## src/rtl/gpio_pad_ctrl_pkg.sv

```systemverilog
// gpio_pad_ctrl_pkg
// Shared types and constants for the gpio_pad_ctrl pad control slice:
//   state_e            direction FSM states
//   PULL_NONE/DOWN/UP  cfg_pull encodings
//   DEF_*              default parameter values
package gpio_pad_ctrl_pkg;

  typedef enum logic [1:0] {
    ST_IN       = 2'd0,
    ST_TURN_OUT = 2'd1,
    ST_OUT      = 2'd2,
    ST_TURN_IN  = 2'd3
  } state_e;

  localparam logic [1:0] PULL_NONE = 2'b00;
  localparam logic [1:0] PULL_DOWN = 2'b01;
  localparam logic [1:0] PULL_UP   = 2'b10;

  localparam int DEF_SYNC_STAGES = 2;
  localparam int DEF_DEB_W       = 8;
  localparam int DEF_TURN_CYCLES = 2;

endpackage

```

## src/rtl/gpio_pad_ctrl_if.sv

```systemverilog
// gpio_pad_ctrl_if
// Core-side configuration/status bundle between the GPIO register bank
// (master) and one gpio_pad_ctrl instance (slave).
//   cfg_*        configuration from the register bank
//   irq_clr      clears the sticky edge interrupt
//   data_in      filtered pad value
//   irq          sticky edge interrupt
//   busy         direction turnaround in progress
interface gpio_pad_ctrl_if
  import gpio_pad_ctrl_pkg::*;
#(
  parameter int DEB_W = DEF_DEB_W
);
  logic             cfg_dir_out;
  logic             cfg_data_out;
  logic             cfg_ie;
  logic [1:0]       cfg_pull;
  logic             cfg_slew;
  logic             cfg_schmitt;
  logic [DEB_W-1:0] cfg_deb_len;
  logic             cfg_irq_rise;
  logic             cfg_irq_fall;
  logic             irq_clr;
  logic             data_in;
  logic             irq;
  logic             busy;

  modport master (
    output cfg_dir_out, cfg_data_out, cfg_ie, cfg_pull, cfg_slew, cfg_schmitt,
           cfg_deb_len, cfg_irq_rise, cfg_irq_fall, irq_clr,
    input  data_in, irq, busy
  );

  modport slave (
    input  cfg_dir_out, cfg_data_out, cfg_ie, cfg_pull, cfg_slew, cfg_schmitt,
           cfg_deb_len, cfg_irq_rise, cfg_irq_fall, irq_clr,
    output data_in, irq, busy
  );
endinterface

```

## src/rtl/gpio_pad_ctrl_infilt.sv

```systemverilog
// gpio_pad_ctrl_infilt
// Pad input path: SYNC_STAGES-flop synchroniser, debounce filter, edge detect.
// Build option: GPIO_PAD_CTRL_DEBOUNCE_EN builds the debounce counter; without
// it the filter register simply follows the synchroniser output every cycle.
// Ports:
//   clk_i, rst_ni  clock, asynchronous active-low reset
//   mask_i         input disabled: synchroniser, filter and counter held at 0
//   pad_y_i        raw asynchronous pad input
//   deb_len_i      debounce length (0 treated as 1)
//   f_o            filtered value
//   rise_o/fall_o  single-cycle strobes, valid on the edge f_o updates
module gpio_pad_ctrl_infilt
  import gpio_pad_ctrl_pkg::*;
#(
  parameter int SYNC_STAGES = DEF_SYNC_STAGES,
  parameter int DEB_W       = DEF_DEB_W
) (
  input  logic             clk_i,
  input  logic             rst_ni,
  input  logic             mask_i,
  input  logic             pad_y_i,
  input  logic [DEB_W-1:0] deb_len_i,
  output logic             f_o,
  output logic             rise_o,
  output logic             fall_o
);

  logic [SYNC_STAGES-1:0] sync_q, sync_d;
  logic                   s;
  logic                   f_q, f_d;
  logic                   upd;

  assign s = sync_q[SYNC_STAGES-1];

  always_comb begin
    sync_d = mask_i ? '0 : {sync_q[SYNC_STAGES-2:0], pad_y_i};
  end

`ifdef GPIO_PAD_CTRL_DEBOUNCE_EN
  logic [DEB_W-1:0] cnt_q, cnt_d;
  logic [DEB_W:0]   len_eff;
  logic [DEB_W:0]   cnt_inc;

  assign len_eff = (deb_len_i == '0) ? (DEB_W+1)'(1) : {1'b0, deb_len_i};
  assign cnt_inc = {1'b0, cnt_q} + (DEB_W+1)'(1);

  // cnt_q counts earlier consecutive mismatches; this edge is one more.
  always_comb begin
    cnt_d = cnt_q;
    upd   = 1'b0;
    if (mask_i || (s == f_q)) begin
      cnt_d = '0;
    end else if (cnt_inc >= len_eff) begin
      upd   = 1'b1;
      cnt_d = '0;
    end else begin
      cnt_d = cnt_inc[DEB_W-1:0];
    end
  end

  always_ff @(posedge clk_i or negedge rst_ni) begin
    if (!rst_ni) cnt_q <= '0;
    else         cnt_q <= cnt_d;
  end
`else
  logic unused_deb_len;
  assign unused_deb_len = ^deb_len_i;
  assign upd = ~mask_i & (s != f_q);
`endif

  // Masking forces f to 0 without going through upd, so no edge is reported.
  always_comb begin
    f_d = f_q;
    if (mask_i)   f_d = 1'b0;
    else if (upd) f_d = s;
  end

  always_ff @(posedge clk_i or negedge rst_ni) begin
    if (!rst_ni) begin
      sync_q <= '0;
      f_q    <= 1'b0;
    end else begin
      sync_q <= sync_d;
      f_q    <= f_d;
    end
  end

  assign f_o    = f_q;
  assign rise_o = upd & s;
  assign fall_o = upd & ~s;

endmodule

```

## src/rtl/gpio_pad_ctrl.sv

```systemverilog
// gpio_pad_ctrl
// Control stage for one bidirectional pad cell: direction FSM with dead-time
// turnaround, registered pad controls, filtered input and sticky edge irq.
// Build option: GPIO_PAD_CTRL_DEBOUNCE_EN enables the input debounce counter.
// Ports:
//   CLK, RESETN           clock, asynchronous active-low reset
//   bus (slave)           cfg_*/irq_clr in, data_in/irq/busy out
//   PAD_A/OE/IE/PU/PD/CS/SL  registered pad cell controls
//   PAD_Y                 pad input buffer output (asynchronous)
module gpio_pad_ctrl
  import gpio_pad_ctrl_pkg::*;
#(
  parameter int SYNC_STAGES = DEF_SYNC_STAGES,
  parameter int DEB_W       = DEF_DEB_W,
  parameter int TURN_CYCLES = DEF_TURN_CYCLES
) (
  input  logic            CLK,
  input  logic            RESETN,
  gpio_pad_ctrl_if.slave  bus,
  output logic            PAD_A,
  output logic            PAD_OE,
  output logic            PAD_IE,
  output logic            PAD_PU,
  output logic            PAD_PD,
  output logic            PAD_CS,
  output logic            PAD_SL,
  input  logic            PAD_Y
);

  localparam int              CNT_W     = $clog2(TURN_CYCLES + 1);
  localparam logic [CNT_W-1:0] TURN_LOAD = CNT_W'(TURN_CYCLES);
  localparam logic [CNT_W-1:0] CNT_ONE   = CNT_W'(1);

  state_e           state_q, state_d;
  logic [CNT_W-1:0] cnt_q, cnt_d;
  logic             oe_q, oe_d, pu_q, pu_d, pd_q, pd_d, busy_q, busy_d;
  logic             a_q, ie_q, cs_q, sl_q;
  logic             irq_q, irq_d;
  logic             f, rise, fall;

  gpio_pad_ctrl_infilt #(
    .SYNC_STAGES (SYNC_STAGES),
    .DEB_W       (DEB_W)
  ) u_infilt (
    .clk_i     (CLK),
    .rst_ni    (RESETN),
    .mask_i    (~ie_q),
    .pad_y_i   (PAD_Y),
    .deb_len_i (bus.cfg_deb_len),
    .f_o       (f),
    .rise_o    (rise),
    .fall_o    (fall)
  );

  // A direction request always wins over the count, so an abort reloads.
  always_comb begin
    state_d = state_q;
    cnt_d   = cnt_q;
    case (state_q)
      ST_IN: begin
        if (bus.cfg_dir_out) begin
          state_d = ST_TURN_OUT;
          cnt_d   = TURN_LOAD;
        end
      end
      ST_TURN_OUT: begin
        if (!bus.cfg_dir_out) begin
          state_d = ST_TURN_IN;
          cnt_d   = TURN_LOAD;
        end else if (cnt_q == CNT_ONE) begin
          state_d = ST_OUT;
          cnt_d   = '0;
        end else begin
          cnt_d = cnt_q - CNT_ONE;
        end
      end
      ST_OUT: begin
        if (!bus.cfg_dir_out) begin
          state_d = ST_TURN_IN;
          cnt_d   = TURN_LOAD;
        end
      end
      ST_TURN_IN: begin
        if (bus.cfg_dir_out) begin
          state_d = ST_TURN_OUT;
          cnt_d   = TURN_LOAD;
        end else if (cnt_q == CNT_ONE) begin
          state_d = ST_IN;
          cnt_d   = '0;
        end else begin
          cnt_d = cnt_q - CNT_ONE;
        end
      end
      default: begin
        state_d = ST_IN;
        cnt_d   = '0;
      end
    endcase

    // Outputs decoded from the next state so they register with it.
    oe_d   = (state_d == ST_OUT);
    busy_d = (state_d == ST_TURN_OUT) || (state_d == ST_TURN_IN);
    pu_d   = (state_d == ST_IN) && (bus.cfg_pull == PULL_UP);
    pd_d   = (state_d == ST_IN) && (bus.cfg_pull == PULL_DOWN);

    // Set has priority over clear.
    irq_d = (rise & bus.cfg_irq_rise) | (fall & bus.cfg_irq_fall) |
            (irq_q & ~bus.irq_clr);
  end

  always_ff @(posedge CLK or negedge RESETN) begin
    if (!RESETN) begin
      state_q <= ST_IN;
      cnt_q   <= '0;
      oe_q    <= 1'b0;
      pu_q    <= 1'b0;
      pd_q    <= 1'b0;
      busy_q  <= 1'b0;
      a_q     <= 1'b0;
      ie_q    <= 1'b0;
      cs_q    <= 1'b0;
      sl_q    <= 1'b0;
      irq_q   <= 1'b0;
    end else begin
      state_q <= state_d;
      cnt_q   <= cnt_d;
      oe_q    <= oe_d;
      pu_q    <= pu_d;
      pd_q    <= pd_d;
      busy_q  <= busy_d;
      a_q     <= bus.cfg_data_out;
      ie_q    <= bus.cfg_ie;
      cs_q    <= bus.cfg_schmitt;
      sl_q    <= bus.cfg_slew;
      irq_q   <= irq_d;
    end
  end

  assign PAD_A       = a_q;
  assign PAD_OE      = oe_q;
  assign PAD_IE      = ie_q;
  assign PAD_PU      = pu_q;
  assign PAD_PD      = pd_q;
  assign PAD_CS      = cs_q;
  assign PAD_SL      = sl_q;
  assign bus.data_in = f;
  assign bus.irq     = irq_q;
  assign bus.busy    = busy_q;

endmodule
```

## src/flat_wrapper.sv

```systemverilog
// flat-port wrapper written by rule: the top's interface ports become plain ports
module gpio_pad_ctrl_flat import gpio_pad_ctrl_pkg::*;
#(
  parameter int SYNC_STAGES = DEF_SYNC_STAGES,
  parameter int DEB_W       = DEF_DEB_W,
  parameter int TURN_CYCLES = DEF_TURN_CYCLES
)
  (CLK, RESETN, PAD_A, PAD_OE, PAD_IE, PAD_PU, PAD_PD, PAD_CS, PAD_SL, PAD_Y, bus_cfg_dir_out, bus_cfg_data_out, bus_cfg_ie, bus_cfg_pull, bus_cfg_slew, bus_cfg_schmitt, bus_cfg_deb_len, bus_cfg_irq_rise, bus_cfg_irq_fall, bus_irq_clr, bus_data_in, bus_irq, bus_busy);
  gpio_pad_ctrl_if #(.DEB_W(DEB_W)) bus_i ();
  input  logic CLK;
  input  logic RESETN;
  output logic PAD_A;
  output logic PAD_OE;
  output logic PAD_IE;
  output logic PAD_PU;
  output logic PAD_PD;
  output logic PAD_CS;
  output logic PAD_SL;
  input  logic PAD_Y;
  input wire logic [$bits(bus_i.cfg_dir_out)-1:0] bus_cfg_dir_out;
  input wire logic [$bits(bus_i.cfg_data_out)-1:0] bus_cfg_data_out;
  input wire logic [$bits(bus_i.cfg_ie)-1:0] bus_cfg_ie;
  input wire logic [$bits(bus_i.cfg_pull)-1:0] bus_cfg_pull;
  input wire logic [$bits(bus_i.cfg_slew)-1:0] bus_cfg_slew;
  input wire logic [$bits(bus_i.cfg_schmitt)-1:0] bus_cfg_schmitt;
  input wire logic [$bits(bus_i.cfg_deb_len)-1:0] bus_cfg_deb_len;
  input wire logic [$bits(bus_i.cfg_irq_rise)-1:0] bus_cfg_irq_rise;
  input wire logic [$bits(bus_i.cfg_irq_fall)-1:0] bus_cfg_irq_fall;
  input wire logic [$bits(bus_i.irq_clr)-1:0] bus_irq_clr;
  output wire logic [$bits(bus_i.data_in)-1:0] bus_data_in;
  output wire logic [$bits(bus_i.irq)-1:0] bus_irq;
  output wire logic [$bits(bus_i.busy)-1:0] bus_busy;
  assign bus_i.cfg_dir_out = bus_cfg_dir_out;
  assign bus_i.cfg_data_out = bus_cfg_data_out;
  assign bus_i.cfg_ie = bus_cfg_ie;
  assign bus_i.cfg_pull = bus_cfg_pull;
  assign bus_i.cfg_slew = bus_cfg_slew;
  assign bus_i.cfg_schmitt = bus_cfg_schmitt;
  assign bus_i.cfg_deb_len = bus_cfg_deb_len;
  assign bus_i.cfg_irq_rise = bus_cfg_irq_rise;
  assign bus_i.cfg_irq_fall = bus_cfg_irq_fall;
  assign bus_i.irq_clr = bus_irq_clr;
  assign bus_data_in = bus_i.data_in;
  assign bus_irq = bus_i.irq;
  assign bus_busy = bus_i.busy;
  gpio_pad_ctrl #(.SYNC_STAGES(SYNC_STAGES), .DEB_W(DEB_W), .TURN_CYCLES(TURN_CYCLES)) u_core (.CLK(CLK), .RESETN(RESETN), .bus(bus_i), .PAD_A(PAD_A), .PAD_OE(PAD_OE), .PAD_IE(PAD_IE), .PAD_PU(PAD_PU), .PAD_PD(PAD_PD), .PAD_CS(PAD_CS), .PAD_SL(PAD_SL), .PAD_Y(PAD_Y));
endmodule
```

## config.mk

```make
export PLATFORM = sky130hd
export DESIGN_NAME = gpio_pad_ctrl_flat
export DESIGN_NICKNAME = d
export VERILOG_FILES = /design/src/rtl/gpio_pad_ctrl_pkg.sv /design/src/rtl/gpio_pad_ctrl_if.sv /design/src/rtl/gpio_pad_ctrl_infilt.sv /design/src/rtl/gpio_pad_ctrl.sv /design/src/flat_wrapper.sv
export SDC_FILE = /design/constraint.sdc
export NUM_CORES = 1
export LEC_CHECK = 0
export ABC_AREA = 1
export CAP_MARGIN = 20
export CORE_UTILIZATION = 40
export CTS_CLUSTER_SIZE = 16
export DETAILED_ROUTE_END_ITERATION = 6
export PLACE_DENSITY_LB_ADDON = 0.12
export SETUP_SLACK_MARGIN = 0.05
export SYNTH_ARGS = -nofsm -noshare
export SYNTH_HDL_FRONTEND = slang
export SYNTH_HIERARCHICAL = 1
export SYNTH_SLANG_ARGS = --single-unit
```

## constraint.sdc

```tcl
create_clock -name CLK -period 2.91 [get_ports CLK]
set_input_delay 0.7275 -clock CLK [delete_from_list [all_inputs] [get_ports CLK]]
set_output_delay 0.7275 -clock CLK [all_outputs]
set_load 0.005 [all_outputs]
```

==> summary by stage, run 1 <==
Synthesis
The unique cell type count in the Yosys netlist is 14. After synthesis the cells add up to 588 µm². The biggest area contributor in the post-synthesis netlist is sky130_fd_sc_hd__dfrtp_1. Synthesis handed over a netlist of 62 instances. Counting flops and latches in the post-synthesis netlist gives 15. The net count after synthesis is 84. The proportion of register bits with asynchronous set or reset after synthesis is 1.00. The number of enable-type register cells in the synthesized netlist is 0.

The average footprint of a synthesized cell is 9.48 µm². The register area share after synthesis is 0.638. The share of the synthesized area in the top cell type is 0.638. sky130_fd_sc_hd__dfrtp_1 is the most common cell in the netlist.

The most used flip-flop cell after synthesis is sky130_fd_sc_hd__dfrtp_1. For this run, the number of Yosys warnings is 6. By area the synthesized netlist is led by sky130_fd_sc_hd__dfrtp_1 (64%), sky130_fd_sc_hd__inv_1 (8.3%), sky130_fd_sc_hd__nand2_1 (7.7%). Ranked by instance count, the synthesized netlist is headed by sky130_fd_sc_hd__dfrtp_1 (15), sky130_fd_sc_hd__inv_1 (13), sky130_fd_sc_hd__nand2_1 (12).

Die
31 I/O pins were placed. From bottom edge to top edge, the die measures 40.3 µm. The horizontal die dimension is 40.3 µm. The initial utilization of the core area, before any placement, comes to 0.441. The core region area is 1330 µm².

In this run the core area contains 13 standard-cell rows. The area enclosed by the die boundary is 1630 µm².

Clock network
After clock tree synthesis, the clock-pin slew on the worst setup and hold paths is 0.08 ns. The number of setup buffers added after CTS is 0. The number of gates resized after cts is 0. The cell at the root of the clock tree is sky130_fd_sc_hd__clkbuf_4.

The longest clock path from root to sink contains 2 buffers. The number of hold-repair buffers added at the cts stage is 0. The total clock buffers created by CTS is 3.

At the later pin of the worst-skew pair, clock insertion delay measures 0.27 ns. The total number of H-tree levels is 1. CTS saw 15 sinks.

TritonCTS built the clock tree.

Critical path
Traced cell by cell, the critical path runs through clkdlybuf4s50_1. STA classifies the critical path endpoint as an output port. The critical-path maximum fanout is 4.

The signal arrival time at the worst endpoint is 1.17 ns. The path type of the worst setup path is reg2out. At the worst endpoint, the required time is 2.18 ns.

The sort of element at the start of the critical path is a flip-flop. On the worst path, the slowest cell contributes a delay of 0.51 ns. The number of buffer and inverter instances along the worst setup path is 1.

The cell type of the slowest stage on the worst timing path is sky130_fd_sc_hd__clkdlybuf4s50_1. The cell type group with the largest total delay on the critical path is buffers and inverters.

STA
The sum of negative setup slack is 0 ns. The time the worst path needs with I/O delays and setup is 1.90 ns. For the pin with the worst max-slew slack, the measured transition is 0.625 ns. Setup repair after global routing left no endpoint under its margin. The number of slew-limit violations in the final report is 0. The total of endpoints with negative setup slack in the final report is 0. The final critical-path share of the clock period is 0.652. The fmax is 527 MHz.

The worst max-slew margin expressed relative to the limit is 0.582. The final setup skew is 0.00358 ns. The hold violation count in the final report is 0.

Detailed routing
Dividing the detail-routed via count by the number of cells gives 4.27. The overall via count from detail_route is 440. The total wire length is 957 µm. The post-route DRC violation count is 0. In the final routed layout, each cell accounts on average for 9.29 µm.

The count of antenna-violating nets left after detailed routing is 0. The number of optimization iterations in the first detailed-route pass is 2. The detailed router finished its first iteration with 3 violations.

Layout
The antenna diode count is 0. The ratio of cells with drive above 1 in the final layout is 0.114. At the end of the flow the core is filled with cells to 0.640.

The largest registers in the layout are u_core/cnt_q x2, u_core/u_infilt/sync_q x2. The area growth from synthesis to layout is 45.1%. The final instance area is 853 µm². The final layout contains 111 nets.

Power and ir drop
Of the total power, combinational logic draws 0.320. Power spread over the standard cell area amounts to 655 nW/µm². The clock power share is 0.197. The largest vdd supply drop is 0.453 mV. Of the total power, registers draw 0.482. The switching power total is 0.000172 W.

In this run the static leakage power is 0.435 nW. Of the total power, the share spent switching nets is 0.307. After layout, the design draws a total of 0.000559 W.

The internal power of the cells is 0.000387 W.

Outcome
The flow ran to the end, and the final reports show no timing, DRC or antenna violations.

GRT
The global router's overall resource usage is 0.140. The via count of the first global-routing pass was 382. The total overflow left after global routing is 0. The number of antenna violations at the first check in global routing is 0. The wire length of the first global-routing pass is 1410 µm. The maximum number of pins on one net before global-route repair is 16.

Worst hold path
The tightest min-delay check is of the reg2reg type.

Place
The HPWL after detailed placement is 788 µm. At the end of routability-driven placement, the weighted congestion stood at 0.627. The total placed instance area is 827 µm².

Input and output buffers added on the ports amount to 22.

Job
The max-cap check violation count is 0.
==> per-stage QoR <==
stage	hold WS (ns)	std cells	setup slack, ns
finish	0.470	103	1.01
global route	0.492	103	0.955
CTS	0.477	103	0.998
detailed placement	0.459	99	1.05
global placement	0.439	99	1.09
floorplan	0.432	62	1.62
==> worst paths after layout <==
path	from	endpoint	slack, ns	cells past startpoint
min in group asynchronous	RESETN	u_core/cnt_q[1]	0.84	1
worst min-delay path	u_core/u_infilt/sync_q[0]	u_core/u_infilt/sync_q[1]	0.47	2
worst max-delay path	u_core/bus.busy	bus_busy	1.01	1
worst min register to register	u_core/u_infilt/sync_q[0]	u_core/u_infilt/sync_q[1]	0.47	2
max in group asynchronous	RESETN	u_core/PAD_CS	1.66	1
worst max register to register	u_core/cnt_q[0]	u_core/PAD_PU	1.66	6
==> power groups by stage <==
stage	logic (W)	registers (W)	clock network [W]
2_1_floorplan	0.000107	0.000272	0
4_1_cts	0.000183	0.000270	0.000118
5_1_grt	0.000206	0.000275	0.000124
6_report	0.000179	0.000270	0.000110
3_3_place_gp	0.000173	0.000272	0
3_5_place_dp	0.000182	0.000274	0
==> per-layer routing <==
metal | global-route usage | part of all wire | wire length (µm)
met1 | 0.173 | 0.44 | 421
met2 | 0.214 | 0.47 | 453
met3 | 0.0167 | 0.073 | 70
met4 | 0.125 | 0.011 | 11
met5 | 0 | 0 | 0
==> layout make-up <==
type	count	area, µm²
Clock buffer	4	26.3
Tap cell	15	18.8
Sequential cell	15	375
Timing Repair Buffer	22	220
Multi-Input combinational cell	32	156
Inverter	15	56.3
Fill cell	115	480
==> logic make-up (layout without fill, tap and decap cells) <==
family	after synthesis	count (layout)	share of synthesized area
buf+inv	15	41	0.0958
compound gates	3	3	0.0340
simple gates	28	28	0.211
flops	15	15	0.638
fa+ha+maj	1	1	0.0213
==> layout by cell type, fill, tap and decap left out, drive strengths merged <==
cell and count:
or2 2, nor2 8, o21a 1, clkbuf 4, nand2 16, ha 1, o211ai 1, nand4 1
dfrtp 15, clkdlybuf4s50 22, o21ai 1, inv 15, nand3 1
No activity file was read; power rests on OpenSTA's default activity.
==> run 2: changes to the inputs <==
--- a/config.mk
+++ b/config.mk
@@ -7,7 +7,7 @@
 export LEC_CHECK = 0
 export ABC_AREA = 1
 export CAP_MARGIN = 20
-export CORE_UTILIZATION = 40
+export CORE_UTILIZATION = 33
 export CTS_CLUSTER_SIZE = 16
 export DETAILED_ROUTE_END_ITERATION = 6
 export PLACE_DENSITY_LB_ADDON = 0.12
==> constraint.sdc (replaced) <==
create_clock -name CLK -period 1.6 [get_ports CLK]
set_input_delay 0.4 -clock CLK [delete_from_list [all_inputs] [get_ports CLK]]
set_output_delay 0.4 -clock CLK [all_outputs]
set_load 0.005 [all_outputs]
==> run 2 against run 1 <==
  * Non-clock buffer count increased by 5
  * Clock power grew 83%
  * Die area rose by 20%
  * Combinational power up 100%
  * Clock skew fell by 0.0020 ns
  * Critical path type unchanged
  * Setup slack worse by 0.93 ns
  * Global-route usage decreased by 1.9 points
  * Via count increased by 6.1%
  * Sequential share of layout area is 2.4 points lower
  * First-iteration DRC count rose by 130%
  * Flip-flop and latch count is the same
==> summary by stage, run 2 (synthesis gave the netlist of run 1 again) <==
Layout
The library cell used most frequently in the layout, excluding fill and tap cells, is sky130_fd_sc_hd__clkdlybuf4s50_1. The multi-input gate area in the final layout is 156 µm². The post-synthesis to final-layout area growth is 53.4%. The number of filler instances in the final layout is 140. The largest registers in the layout are u_core/cnt_q x2, u_core/u_infilt/sync_q x2. The antenna diode count is 0. In the final layout, the share of cells above drive strength 1 is 0.161. In the layout the commonest cells are sky130_fd_sc_hd__clkdlybuf4s50_1 (18), sky130_fd_sc_hd__dfrtp_1 (15), sky130_fd_sc_hd__inv_1 (13). In the final design database the tool counted 116 nets. The post-route non-filler standard cell count is 109.

The area taken by flip-flops and latches is 375 µm².

STA
The hold violation count in the final report came to 0. Static timing analysis puts the maximum clock frequency at 660 MHz. The number of slew-limit violations in the final report is 0.

The worst pin sits at a relative slew slack of 0.876. The sum of negative setup slack is 0 ns. Of the available clock period, the critical path in the final layout requires 0.947. The clock period could shrink to 1.52 ns. After layout, the worst setup slack is 0.0845 ns. The final setup skew is 0.00162 ns. For the pin with the worst max-slew slack, the measured transition is 0.185 ns.

Setup violations remaining at the end of the flow were counted as 0. Setup repair after global routing could not meet its margin everywhere.

Detailed routing
The routed layout has 467 vias. Wires add up to 919 µm. For this run, design rule violations remaining after detail routing come to 0.

The number of optimization iterations in the first detailed-route pass is 6. The number of design-rule violations left by the first detailed-router iteration is 7. In the final routed layout, each cell accounts on average for 8.43 µm. The count of antenna-violating nets left after detailed routing is 0. The vias per cell is 4.28.

Critical path
Data on the critical path arrives at its endpoint at 1.12 ns. The worst setup path startpoint is u_core/bus.busy. Counting both buffers and inverters, the worst setup path holds a total of 1. Counting cells, the worst reg-to-reg path comes to 6. The critical path ends at bus_busy. The cell count along the critical path is 1. The delay of the slowest critical-path stage is 0.50 ns. Traced cell by cell, the critical path runs through clkdlybuf4s50_1. The required time of the critical path is 1.20 ns. The sort of element at the start of the critical path is a flip-flop. The critical path in this run is classified as reg2out.

The register-to-register setup slack is 0.36 ns. The cell type of the slowest stage on the worst timing path is sky130_fd_sc_hd__clkdlybuf4s50_1. The origin of the critical flop-to-flop path is u_core/cnt_q[0]. The endpoint of the worst register-to-register path is u_core/PAD_PD.

STA classifies the critical path endpoint as an output port. Along the worst path, the maximum fanout reaches 2. The cell type group with the largest total delay on the critical path is buffers and inverters.

Clock network
Clock-pin slew was measured on the worst setup and hold paths at 0.08 ns. The tree is rooted in a sky130_fd_sc_hd__clkbuf_4. In this run the number of H-tree levels came out at 1. The total clock buffers created by CTS is 3. The insertion delay of the later-clocked pin in the worst-skew pair is 0.27 ns. The worst-case clock buffer depth is 2. The number of sinks handled by clock tree synthesis is 15. Hold repair after CTS inserted 0 buffers. TritonCTS built the clock tree.

Power and ir drop
In this run the power spent charging and discharging nets is 0.000312 W. The largest vdd supply drop is 0.613 mV. Cell internal power was estimated by the tool at 0.000733 W.

Of the total power, registers draw 0.461. Of the total power, the share spent switching nets is 0.298. Of the total power, combinational logic draws 0.347. The clock power share is 0.192. The power per cell area is 1160 nW/µm². For this design the static power due to leakage is 0.512 nW.

Outcome
The flow ran to the end, and the final reports show no timing, DRC or antenna violations.

Worst hold path
The worst hold path class is in2async.

Place
The count of input and output buffers is 22. The placed wire-length estimate is 697 µm. In this run, placement finished with an instance count of 101. Routability-driven placement finished with a final weighted congestion of 0.699.

Timing analysis after detailed placement gives a worst setup slack of 0.0970 ns.

Job
Max-cap violations in this run came to 0.

Die
Pin placement for this block handled 31 I/O pins. The starting utilization of the core area is 0.373. The horizontal die dimension is 44.2 µm. The floorplan step set the die height to 44.2 µm.

The area enclosed by the die boundary is 1950 µm². The core region is 1580 µm². The floorplan has 14 rows.

GRT
The number of antenna violations at the first check in global routing is 0. The via count of the first global-routing pass is 433. The first global-routing pass estimated 1670 µm of wire. Entering global routing, the biggest net connects 16 pins.

The total grt overflow is 0. The global router's overall resource usage is 0.121.
==> run 2: changes by cell type in the layout (fill, tap and decap cells not counted) <==
cell                              change
sky130_fd_sc_hd__dlymetal6s2s_1       +4
sky130_fd_sc_hd__clkdlybuf4s50_1      -4
sky130_fd_sc_hd__buf_4                +5
==> run 2: worst min path at each step <==
| stage | from | end | slack (ns) | cells past startpoint |
|---|---|---|---|---|
| global route | RESETN | u_core/PAD_OE | 0.44 | 2 |
| finish | RESETN | u_core/bus.busy | 0.44 | 2 |
| global placement | u_core/u_infilt/sync_q[0] | u_core/u_infilt/sync_q[1] | 0.44 | 2 |
| detailed placement | u_core/u_infilt/sync_q[0] | u_core/u_infilt/sync_q[1] | 0.46 | 2 |
| floorplan | RESETN | u_core/PAD_A | 0.10 | 0 |
| CTS | RESETN | u_core/bus.busy | 0.44 | 2 |
==> run 2: per-layer routing <==
layer  share of wire  global-route usage  up-vias
li1                -                   -      245
met1            0.44               0.145      201
met4               0              0.0364        0
met2            0.43               0.171       21
met5               0                   0        -
met3            0.13              0.0898        0
==> run 2: power groups by stage <==
stage | Combinational, W | Sequential (W) | Clock, W
detailed placement | 0.000328 | 0.000496 | 0
CTS | 0.000352 | 0.000483 | 0.000218
floorplan | 0.000194 | 0.000495 | 0
global placement | 0.000321 | 0.000496 | 0
finish | 0.000362 | 0.000481 | 0.000201
global route | 0.000426 | 0.000492 | 0.000233
==> run 2: area by class of cell <==
cell class              count  share of cell area
well taps                  16              0.0222
inverters                  15              0.0624
clock buffers               4              0.0291
flip-flops and latches     15               0.416
multi-input cells          32               0.173
repair buffers             27               0.297
==> run 2: timing repair <==
item,CTS,global route
resized for setup,0,4
endpoints found under the setup margin,2,5
setup buffers,2,2
==> run 2: through the flow <==
stage               utilization  total power [W]  area (µm²)  hold WS [ns]
floorplan                     -         0.000689         588         0.104
global placement          0.530         0.000817         836         0.439
detailed placement        0.530         0.000824         836         0.461
CTS                       0.556          0.00105         877         0.435
global route              0.572          0.00115         902         0.441
finish                    0.572          0.00104         902         0.436
==> run 3: changes to the inputs <==
--- a/config.mk
+++ b/config.mk
@@ -7,6 +7,7 @@
 export LEC_CHECK = 0
 export ABC_AREA = 1
 export CAP_MARGIN = 20
+export CORE_ASPECT_RATIO = 0.75
 export CORE_UTILIZATION = 33
 export CTS_CLUSTER_SIZE = 16
 export DETAILED_ROUTE_END_ITERATION = 6
==> run 3 against run 2 <==
  * Utilization grew 0.79 points
  * Non-clock buffer count unchanged
  * Via count increased by 2.6%
  * Setup slack gained 0.016 ns
  * Sequential power hardly changed
  * Fmax is 1.1% higher
  * Critical path type unchanged
  * Register-to-register slack is essentially flat
  * Cell count grew 4.6%
==> summary by stage, run 3 (synthesis gave the netlist of run 1 again) <==
Outcome
The run finished with clean final reports.

Die
The die is 50.7 µm wide. The total I/O pin count is 31. The core region area is 1580 µm².

The die covers 1960 µm². The die outline height is 38.6 µm. The standard-cell row count is 12. The starting utilization of the core area is 0.373.

Layout
After routing the design area is 915 µm². The repair_antennas step left the layout with diodes totalling 0. The number of filler instances in the final layout is 149. After the last flow step, the layout net total stands at 116. The largest registers in the layout are u_core/cnt_q x2, u_core/u_infilt/sync_q x2. Of the cells placed in the final design, the portion with a size suffix greater than 1 is 0.161. The post-synthesis to final-layout area growth is 55.5%.

The area taken by flip-flops and latches is 375 µm². The multi-input combinational cells in the finished layout cover a total of 156 µm². Leaving out fill and tap cells, the most frequent cell in the layout is sky130_fd_sc_hd__dfrtp_1. In the layout the commonest cells are sky130_fd_sc_hd__dfrtp_1 (15), sky130_fd_sc_hd__clkdlybuf4s50_1 (14), sky130_fd_sc_hd__inv_1 (13).

Detailed routing
The count of nets left with antenna violations once routing finished came out at 0. In the routed layout, each cell is associated on average with a via count of 4.20. The number of design-rule violations left by the first detailed-router iteration is 7. In the final routed layout, each cell accounts on average for 9.64 µm. The overall via count from detail_route is 479. Before antenna repair, the detailed router went through 4 iterations. Summed over all layers, the routed wires come to 1100 µm.

The post-route DRC violation count is 0.

Clock network
After clock tree synthesis, the clock-pin slew on the worst setup and hold paths is 0.08 ns. The root buffer cell chosen for the clock tree is sky130_fd_sc_hd__clkbuf_4. CTS built an H-tree with a depth of 1. The clock tree from TritonCTS is yes.

The number of sinks handled by clock tree synthesis is 15. Buffers inserted during clock tree synthesis total 3. Counting along the longest clock path gives a buffer depth of 2. The clock reaches the later pin of the worst-skew pair after 0.28 ns.

STA
After layout, the worst setup slack is 0.101 ns. The total of endpoints with negative setup slack in the final report is 0. The hold violation count in the final report was 0. At the pin with the least slew margin, the transition time is 0.194 ns. The clock arrives with 0.000981 ns of skew. The number of slew-limit violations in the final report is 0. After layout, the minimum clock period comes to 1.50 ns. The final critical-path share of the clock period is 0.937. The worst pin sits at a relative slew slack of 0.871. Setup repair after global routing left no endpoint under its margin.

The fmax is 667 MHz. Adding up every negative setup slack in the final design gives 0 ns.

GRT
The via count of the first global-routing pass is 432. The wire length of the first global-routing pass is 1830 µm. The global router's overall resource usage is 0.144. The maximum number of pins on one net before global-route repair is 16.

The number of antenna violations at the first check in global routing came to 0. The total grt overflow is 0.

Critical path
The cell family contributing the most delay on the critical path is buffers and inverters. The kind of capture point of the worst setup path is an output port. The delay of the slowest critical-path stage is 0.49 ns.

The path type of the worst setup path is reg2out. Walking the worst path, the cells encountered are clkdlybuf4s50_1. The number of buffer and inverter instances along the worst setup path is 1. The sort of element at the start of the critical path is a flip-flop.

Along the worst path, the maximum fanout reaches 1. The cell type of the slowest stage on the worst timing path is sky130_fd_sc_hd__clkdlybuf4s50_1. STA puts the critical path data required time at 1.20 ns. For the worst setup path, the data arrival time is 1.10 ns.

Power and ir drop
IR analysis of the VDD net gives a maximum drop of 0.793 mV. Summed over all cells, the static leakage comes to 0.551 nW. The power per cell area is 1150 nW/µm².

Job
The max-cap check violation count is 0.

Place
The count of input and output buffers is 22. Detailed placement finished with a half-perimeter wire length of 832 µm. The post-placement setup slack is 0.0557 ns. The total placed instance area is 842 µm². At the end of routability-driven placement, the weighted congestion stood at 0.690.

Worst hold path
The worst hold path belongs to the class in2async.
-- run 3: changes by cell type in the layout (fill, tap and decap cells not counted) --
cell                              delta
sky130_fd_sc_hd__dlygate4sd2_1       +1
sky130_fd_sc_hd__dlymetal6s2s_1      +3
sky130_fd_sc_hd__clkdlybuf4s50_1     -4
-- run 3: routing by layer --
metal  global-route usage  vias to the layer above  wire, µm
met3               0.0833                        2       125
li1                     -                      244         -
met1                0.153                      210       481
met2                0.227                       23       478
met5                    0                        -         0
met4               0.0833                        0        14
-- run 3: path summary, 6_finish.rpt --
kind	from	to	slack (ns)	cells after the start
worst max-delay path	u_core/PAD_PU	PAD_PU	0.10	1
worst min-delay path	RESETN	u_core/bus.irq	0.44	2
worst max register to register	u_core/cnt_q[0]	u_core/PAD_PU	0.36	6
worst min register to register	u_core/u_infilt/sync_q[0]	u_core/u_infilt/sync_q[1]	0.46	2
max in group asynchronous	RESETN	u_core/u_infilt/sync_q[1]	0.99	2
min in group CLK	u_core/u_infilt/sync_q[0]	u_core/u_infilt/sync_q[1]	0.46	2
-- run 3: report_power, final --
group,internal (W),switching (W),total [W]
logic,0.000173,0.000185,0.000358
registers,0.000448,0.0000354,0.000483
clock network,0.0000968,0.000112,0.000209
-- run 3: cell type report --
type	instances	share of cell area
sequential	15	0.410
inverter	15	0.0616
clock buffer	4	0.0287
timing repair buffer	27	0.300
tap	21	0.0287
multi-input combinational	32	0.171
-- run 3: what timing repair did --
| item | CTS | global route |
|---|---|---|
| resized for setup | 1 | 7 |
| buffers inserted | 3 | 1 |
| setup endpoints to repair | 3 | 7 |
| hold buffers | 0 | 0 |
-- run 3: per-stage QoR --
| step | util | hold slack (ns) | cells | power, W |
|---|---|---|---|---|
| CTS | 0.564 | 0.443 | 113 | 0.00107 |
| global route | 0.580 | 0.448 | 114 | 0.00115 |
| floorplan | - | 0.104 | 62 | 0.000689 |
| global placement | 0.534 | 0.435 | 106 | 0.000820 |
| finish | 0.580 | 0.435 | 114 | 0.00105 |
| detailed placement | 0.534 | 0.450 | 106 | 0.000834 |
